`src/rtl/writeback_arbiter_pkg.sv`:
```
// Shared widths and the queued write-back entry type for the writeback arbiter.
package writeback_arbiter_pkg;

    localparam int WB_DATA_W  = 32;
    localparam int REG_ADDR_W = 3;
    localparam int WB_DEPTH   = 4;

    typedef struct packed {
        logic [REG_ADDR_W-1:0] addr;
        logic [WB_DATA_W-1:0]  data;
    } wb_entry_t;

endpackage

```
`src/rtl/writeback_arbiter_if.sv`:
```
// Issue-slot result ports plus the register_file write port and hazard status.
interface writeback_arbiter_if #(
    parameter int DATA_W = 32,
    parameter int ADDR_W = 3,
    parameter int DEPTH  = 4
);
    localparam int OCC_W  = $clog2(DEPTH + 1);
    localparam int MASK_W = 1 << ADDR_W;

    logic              s0_valid;
    logic [ADDR_W-1:0] s0_addr;
    logic [DATA_W-1:0] s0_data;
    logic              s0_ready;
    logic              s1_valid;
    logic [ADDR_W-1:0] s1_addr;
    logic [DATA_W-1:0] s1_data;
    logic              s1_ready;
    logic              wr_en;
    logic [ADDR_W-1:0] wr_addr;
    logic [DATA_W-1:0] wr_data;
    logic [MASK_W-1:0] busy_mask;
    logic [OCC_W-1:0]  occupancy;

    modport master (
        output s0_valid, s0_addr, s0_data, s1_valid, s1_addr, s1_data,
        input  s0_ready, s1_ready, wr_en, wr_addr, wr_data, busy_mask, occupancy
    );

    modport slave (
        input  s0_valid, s0_addr, s0_data, s1_valid, s1_addr, s1_data,
        output s0_ready, s1_ready, wr_en, wr_addr, wr_data, busy_mask, occupancy
    );

endinterface

```
`src/rtl/writeback_arbiter_wb_queue.sv`:
```
// Dual-push, single-pop circular queue with a per-entry valid vector.
module wb_queue
    import writeback_arbiter_pkg::*;
#(
    parameter type entry_t = wb_entry_t,
    parameter int  DEPTH   = WB_DEPTH,
    localparam int PTR_W   = $clog2(DEPTH),
    localparam int CNT_W   = $clog2(DEPTH + 1)
) (
    input  logic                   clk,
    input  logic                   rst_n,
    input  logic                   push0_i,
    input  entry_t                 push0_entry_i,
    input  logic                   push1_i,
    input  entry_t                 push1_entry_i,
    input  logic                   pop_i,
    output entry_t                 head_o,
    output entry_t [DEPTH-1:0]     entries_o,
    output logic   [DEPTH-1:0]     valid_o,
    output logic   [CNT_W-1:0]     count_o
);

    entry_t [DEPTH-1:0] mem_q, mem_d;
    logic   [DEPTH-1:0] valid_q, valid_d;
    logic   [PTR_W-1:0] wr_ptr_q, wr_ptr_d;
    logic   [PTR_W-1:0] rd_ptr_q, rd_ptr_d;
    logic   [CNT_W-1:0] count_q, count_d;
    logic   [PTR_W-1:0] push1_idx;

    // Slot1 lands behind slot0 only when both enter in the same bundle.
    assign push1_idx = wr_ptr_q + PTR_W'(push0_i);

    always_comb begin
        mem_d    = mem_q;
        valid_d  = valid_q;
        rd_ptr_d = rd_ptr_q;
        if (pop_i) begin
            valid_d[rd_ptr_q] = 1'b0;
            rd_ptr_d          = rd_ptr_q + PTR_W'(1);
        end
        if (push0_i) begin
            mem_d[wr_ptr_q]   = push0_entry_i;
            valid_d[wr_ptr_q] = 1'b1;
        end
        if (push1_i) begin
            mem_d[push1_idx]   = push1_entry_i;
            valid_d[push1_idx] = 1'b1;
        end
        wr_ptr_d = wr_ptr_q + PTR_W'(push0_i) + PTR_W'(push1_i);
        count_d  = count_q + CNT_W'(push0_i) + CNT_W'(push1_i) - CNT_W'(pop_i);
    end

    always_ff @(posedge clk) begin
        if (!rst_n) begin
            valid_q  <= '0;
            wr_ptr_q <= '0;
            rd_ptr_q <= '0;
            count_q  <= '0;
        end else begin
            valid_q  <= valid_d;
            wr_ptr_q <= wr_ptr_d;
            rd_ptr_q <= rd_ptr_d;
            count_q  <= count_d;
        end
    end

    // Payload needs no reset; the valid vector alone decides what is live.
    always_ff @(posedge clk) begin
        mem_q <= mem_d;
    end

    assign head_o    = mem_q[rd_ptr_q];
    assign entries_o = mem_q;
    assign valid_o   = valid_q;
    assign count_o   = count_q;

endmodule

```
`src/rtl/writeback_arbiter.sv`:
```
// Serializes two issue-slot results onto the single register_file write port.
module writeback_arbiter
    import writeback_arbiter_pkg::*;
#(
    parameter int DATA_W = WB_DATA_W,
    parameter int ADDR_W = REG_ADDR_W,
    parameter int DEPTH  = WB_DEPTH
) (
    input  logic              clk,
    input  logic              rst_n,
    writeback_arbiter_if.slave bus
);

    localparam int CNT_W  = $clog2(DEPTH + 1);
    localparam int MASK_W = 1 << ADDR_W;

    typedef struct packed {
        logic [ADDR_W-1:0] addr;
        logic [DATA_W-1:0] data;
    } entry_t;

    entry_t               head;
    entry_t [DEPTH-1:0]   entries;
    logic   [DEPTH-1:0]   valid;
    logic   [CNT_W-1:0]   count;
    logic                 s0_ready, s1_ready, push0, push1, pop;
    logic   [MASK_W-1:0]  busy_mask;

    // Ready looks only at the registered count so valid never feeds ready.
    assign s0_ready = (count <= CNT_W'(DEPTH - 1));
    assign s1_ready = (count <= CNT_W'(DEPTH - 2));
    assign push0    = bus.s0_valid & s0_ready;
    assign push1    = bus.s1_valid & s1_ready;
    assign pop      = (count != '0);

    wb_queue #(
        .entry_t (entry_t),
        .DEPTH   (DEPTH)
    ) u_queue (
        .clk           (clk),
        .rst_n         (rst_n),
        .push0_i       (push0),
        .push0_entry_i ('{addr: bus.s0_addr, data: bus.s0_data}),
        .push1_i       (push1),
        .push1_entry_i ('{addr: bus.s1_addr, data: bus.s1_data}),
        .pop_i         (pop),
        .head_o        (head),
        .entries_o     (entries),
        .valid_o       (valid),
        .count_o       (count)
    );

    always_comb begin
        busy_mask = '0;
        for (int i = 0; i < DEPTH; i++) begin
            if (valid[i]) begin
                busy_mask[entries[i].addr] = 1'b1;
            end
        end
    end

    assign bus.s0_ready  = s0_ready;
    assign bus.s1_ready  = s1_ready;
    assign bus.wr_en     = pop;
    assign bus.wr_addr   = head.addr;
    assign bus.wr_data   = head.data;
    assign bus.busy_mask = busy_mask;
    assign bus.occupancy = count;

endmodule

```
`src/flat_wrapper.sv`:
```
// flat-port wrapper written by rule: the top's interface ports become plain ports
module writeback_arbiter_flat import writeback_arbiter_pkg::*;
#(
    parameter int DATA_W = WB_DATA_W,
    parameter int ADDR_W = REG_ADDR_W,
    parameter int DEPTH  = WB_DEPTH
)
  (clk, rst_n, bus_s0_valid, bus_s0_addr, bus_s0_data, bus_s1_valid, bus_s1_addr, bus_s1_data, bus_s0_ready, bus_s1_ready, bus_wr_en, bus_wr_addr, bus_wr_data, bus_busy_mask, bus_occupancy);
  writeback_arbiter_if #(.DATA_W(DATA_W), .ADDR_W(ADDR_W), .DEPTH(DEPTH)) bus_i ();
  input  logic clk;
  input  logic rst_n;
  input wire logic [$bits(bus_i.s0_valid)-1:0] bus_s0_valid;
  input wire logic [$bits(bus_i.s0_addr)-1:0] bus_s0_addr;
  input wire logic [$bits(bus_i.s0_data)-1:0] bus_s0_data;
  input wire logic [$bits(bus_i.s1_valid)-1:0] bus_s1_valid;
  input wire logic [$bits(bus_i.s1_addr)-1:0] bus_s1_addr;
  input wire logic [$bits(bus_i.s1_data)-1:0] bus_s1_data;
  output wire logic [$bits(bus_i.s0_ready)-1:0] bus_s0_ready;
  output wire logic [$bits(bus_i.s1_ready)-1:0] bus_s1_ready;
  output wire logic [$bits(bus_i.wr_en)-1:0] bus_wr_en;
  output wire logic [$bits(bus_i.wr_addr)-1:0] bus_wr_addr;
  output wire logic [$bits(bus_i.wr_data)-1:0] bus_wr_data;
  output wire logic [$bits(bus_i.busy_mask)-1:0] bus_busy_mask;
  output wire logic [$bits(bus_i.occupancy)-1:0] bus_occupancy;
  assign bus_i.s0_valid = bus_s0_valid;
  assign bus_i.s0_addr = bus_s0_addr;
  assign bus_i.s0_data = bus_s0_data;
  assign bus_i.s1_valid = bus_s1_valid;
  assign bus_i.s1_addr = bus_s1_addr;
  assign bus_i.s1_data = bus_s1_data;
  assign bus_s0_ready = bus_i.s0_ready;
  assign bus_s1_ready = bus_i.s1_ready;
  assign bus_wr_en = bus_i.wr_en;
  assign bus_wr_addr = bus_i.wr_addr;
  assign bus_wr_data = bus_i.wr_data;
  assign bus_busy_mask = bus_i.busy_mask;
  assign bus_occupancy = bus_i.occupancy;
  writeback_arbiter #(.DATA_W(DATA_W), .ADDR_W(ADDR_W), .DEPTH(DEPTH)) u_core (.clk(clk), .rst_n(rst_n), .bus(bus_i));
endmodule
```
`config.mk`:
```
export PLATFORM = sky130hd
export DESIGN_NAME = writeback_arbiter_flat
export DESIGN_NICKNAME = d
export VERILOG_FILES = /design/src/rtl/writeback_arbiter_pkg.sv /design/src/rtl/writeback_arbiter_if.sv /design/src/rtl/writeback_arbiter_wb_queue.sv /design/src/rtl/writeback_arbiter.sv /design/src/flat_wrapper.sv
export SDC_FILE = /design/constraint.sdc
export NUM_CORES = 1
export LEC_CHECK = 0
export BUFFER_PORTS_ARGS = -buffer_cell sky130_fd_sc_hd__clkbuf_2
export CAP_MARGIN = 40
export CORE_UTILIZATION = 29
export CTS_CLUSTER_DIAMETER = 100
export CTS_CLUSTER_SIZE = 40
export DETAILED_ROUTE_END_ITERATION = 8
export PLACE_DENSITY = 0.51
export RECOVER_POWER = 25
export REMOVE_ABC_BUFFERS = 1
export SKIP_CTS_REPAIR_TIMING = 1
export SYNTH_ARGS = -nofsm -noshare
export SYNTH_HDL_FRONTEND = slang
export SYNTH_SLANG_ARGS = --single-unit
```
`constraint.sdc`:
```
create_clock -name clk -period 3.1 [get_ports clk]
set_clock_uncertainty 0.2 [all_clocks]
set_input_delay 0.31 -clock clk [delete_from_list [all_inputs] [get_ports clk]]
set_output_delay 0.31 -clock clk [all_outputs]
set_load 0.02 [all_outputs]
```
==> out/results.txt <==
H-tree depth reported by CTS -> 4
Commonest non-fill, non-tap cells in the layout -> nand2_1, dfxtp_1, mux2i_1, o21ai_0, clkbuf_2
Design Area, Final -> 9460 um^2
Comb pwr share -> 0.454
Synth Area in Adders -> 0.0203
Largest family of logic cells by synthesized area -> multiplexers
Commonest non-fill, non-tap cell in the layout -> nand2_1
R2r startpoint -> u_core.u_queue.count_o[2]
EDFF count, synth -> 0
Port Buffers -> 122
IO Pins -> 123
Nets -> 996
Status -> finished, final reports clean
Slowest cell on crit path -> dfxtp_1
Vias in the first global route -> 5675
Arr. time, crit path -> 2960 ps
Reg power frac -> 0.333
Multiplexer share of the synthesized area -> 0.291
Hold_sp -> bus_s1_data[30]
Initial DRC Count -> 415
Post-synthesis compound-gate area fraction -> 0.125
Final hold vios -> 0
Register area share after synthesis -> 0.402
Slowest Stage Delay on Critical Path -> 430 ps
Maximum root-to-sink buffer count -> 2
First-pass GRT wire length -> 32500 um
Clk slew on worst S/H paths -> 60 ps
Final worst-path cycle share -> 0.926
Post-Syn Area per Cell -> 9.71 um^2
Site Rows -> 58
Area growth from synthesis to layout -> 25.9%
Max Slew Vio Count -> 0
RSZ-0062 raised after global routing -> false
Routed Antenna Nets -> 0
Xor and xnor area share after synthesis -> 0.00566
Met1 usage -> 0.225
Via/cell ratio -> 4.77
Synth async-reset ratio -> 0
Cell family with most CP delay -> simple AND/OR/NAND/NOR gates
GRT overflow -> 0
Flops & latches, synth -> 151
Core ar. -> 25300 um^2
Share of the synthesized area in the top cell type -> 0.402
Top post-synthesis cells by area -> dfxtp_1, mux2i_1, mux4_2
DRC viols -> 0
Max cap viols -> 0
Cell chain of the critical path -> inv_1 -> ha_1 -> and3b_1 -> nor2_1 -> and2_1 -> ha_1 -> xor2_2 -> o2111a_2 -> buf_4 -> o21ai_0
Met2 Resource Use GR -> 0.252
Clock power share -> 0.213
Wire per inst -> 16.8 um
Yosys cell types -> 38
Dpl cell area -> 8530 um^2
Initial antenna violation count -> 0
Critical path class -> reg2reg
Main flop type after synthesis -> dfxtp_1
DIE AREA -> 26600 um^2
Cell type with the largest total area after synthesis -> dfxtp_1
Crit path max fanout -> 31
Vias -> 5984
Most Used Layer, Global Route -> met2
Internal Power -> 6.49 mW
Cells after Synth -> 774
ANT cells -> 0
Skew-Pair Late Insertion Delay -> 410 ps
GRT Overall Usage -> 0.161
Die width -> 163 um
Worst Tran Pin Value -> 1000 ps
Final hold slack -> 15.1 ps
Switching power -> 4.25 mW
Leakage -> 4.03 nW
Met3 Use GR -> 0.0362
Clock tree root driver cell -> clkbuf_16
CP required -> 3190 ps
CP Buf/Inv Count -> 2
FMAX -> 348 MHz
Critical path origin -> u_core.u_queue.count_o[2]
Fin Setup TNS -> 0 ps
CTS Buf Count -> 17
Post-Route WL -> 21000 um
Crit end category -> flop
Final core occ -> 0.373
Worst hold path type -> in2reg
PwrDens -> 1140 nW/um^2
Initial Util -> 0.297
DR pass1 iterations -> 5
CTS tree -> yes
Yosys Warn Count -> 0
Layout cells sized above 1 -> 0.193
Simple-Gate Fraction of Synth Area -> 0.112
Slew margin rel. -> 0.332
Tmin final -> 2870 ps
Final HPWL DP -> 13600 um
Most frequent cell on the critical path -> ha_1
Synth Cell Area -> 7510 um^2
CTS Sinks -> 151
Net Sw Frac -> 0.396
Worst vdd ir -> 0.378 mV
Worst setup SP type -> flop
Final setup violation count -> 0
Chip height -> 163 um
Placer Congestion -> 0.831
Largest net degree at the start of global routing -> 43
==> synth_stat cells, drive strengths merged (4+ instances only) <==
library cell / instances
a21boi: 4
a21oi: 4
and2: 6
buf: 29
clkbuf: 29
dfxtp: 151
ha: 9
inv: 15
mux2i: 140
mux4: 35
nand2: 156
nand2b: 7
nor3: 7
nor3b: 4
o21ai: 140
o32a: 4
==> metrics by stage <==
stage	worst slack, ps	power (mW)	cells
finish	230	10.7	1254
detailed placement	231	8.63	1188
global placement	310	8.54	1188
CTS	207	11.0	1220
global route	33.7	11.5	1254
floorplan	-2180	6.96	716
==> cells by family (layout without fill, tap and decap cells) <==
family                   after synthesis  after routing
AND/OR/NAND/NOR                      196            196
multiplexers                         175            175
AO/OA/AOI/OAI                        164            164
flip-flops                           151            151
buffers and inverters                 73            223
adder cells (fa/ha/maj)               11             11
XOR/XNOR                               4              4
==> tightest hold or removal path: stages <==
cell	delay, ps
clkbuf_2	140
nand2_1	70
o21ai_1	50
==> area by class of cell <==
type                    instances  area, um^2
repair buffers                176        1140
well taps                     330         413
fillers                      2562       15900
clock inverters                13         193
multi-input cells             550        4170
inverters                      15        56.3
clock buffers                  19         453
flip-flops and latches        151        3020
==> state kept, by name (all words and copies together) (netlist names) <==
register                  count
u_core.u_queue.count_o        3
u_core.u_queue.entries_o    140
u_core.u_queue.rd_ptr_q       2
u_core.u_queue.valid_o        4
u_core.u_queue.wr_ptr_q       2
==> power groups by stage <==
stage / Combinational, mW / Clock (mW) / Sequential, mW
2_1_floorplan: 3.41 / 0 / 3.55
3_3_place_gp: 4.95 / 0 / 3.59
3_5_place_dp: 5.03 / 0 / 3.61
4_1_cts: 5.04 / 2.35 / 3.57
5_1_grt: 5.38 / 2.43 / 3.69
6_report: 4.88 / 2.28 / 3.58
==> routing by layer <==
layer	wire length (um)	vias up
met5	0	-
met4	155	0
met2	9550	137
met3	958	11
met1	10400	2807
li1	-	3029
==> path summary, 6_finish.rpt <==
path,to,slack (ps),cells past startpoint
setup reg to reg,u_core.u_queue.entries_o[109],230,10
hold / removal,u_core.u_queue.entries_o[65],20,3
hold reg to reg,u_core.u_queue.entries_o[65],330,2
setup / recovery,u_core.u_queue.entries_o[109],230,10
(Power assumes the default switching activity.)
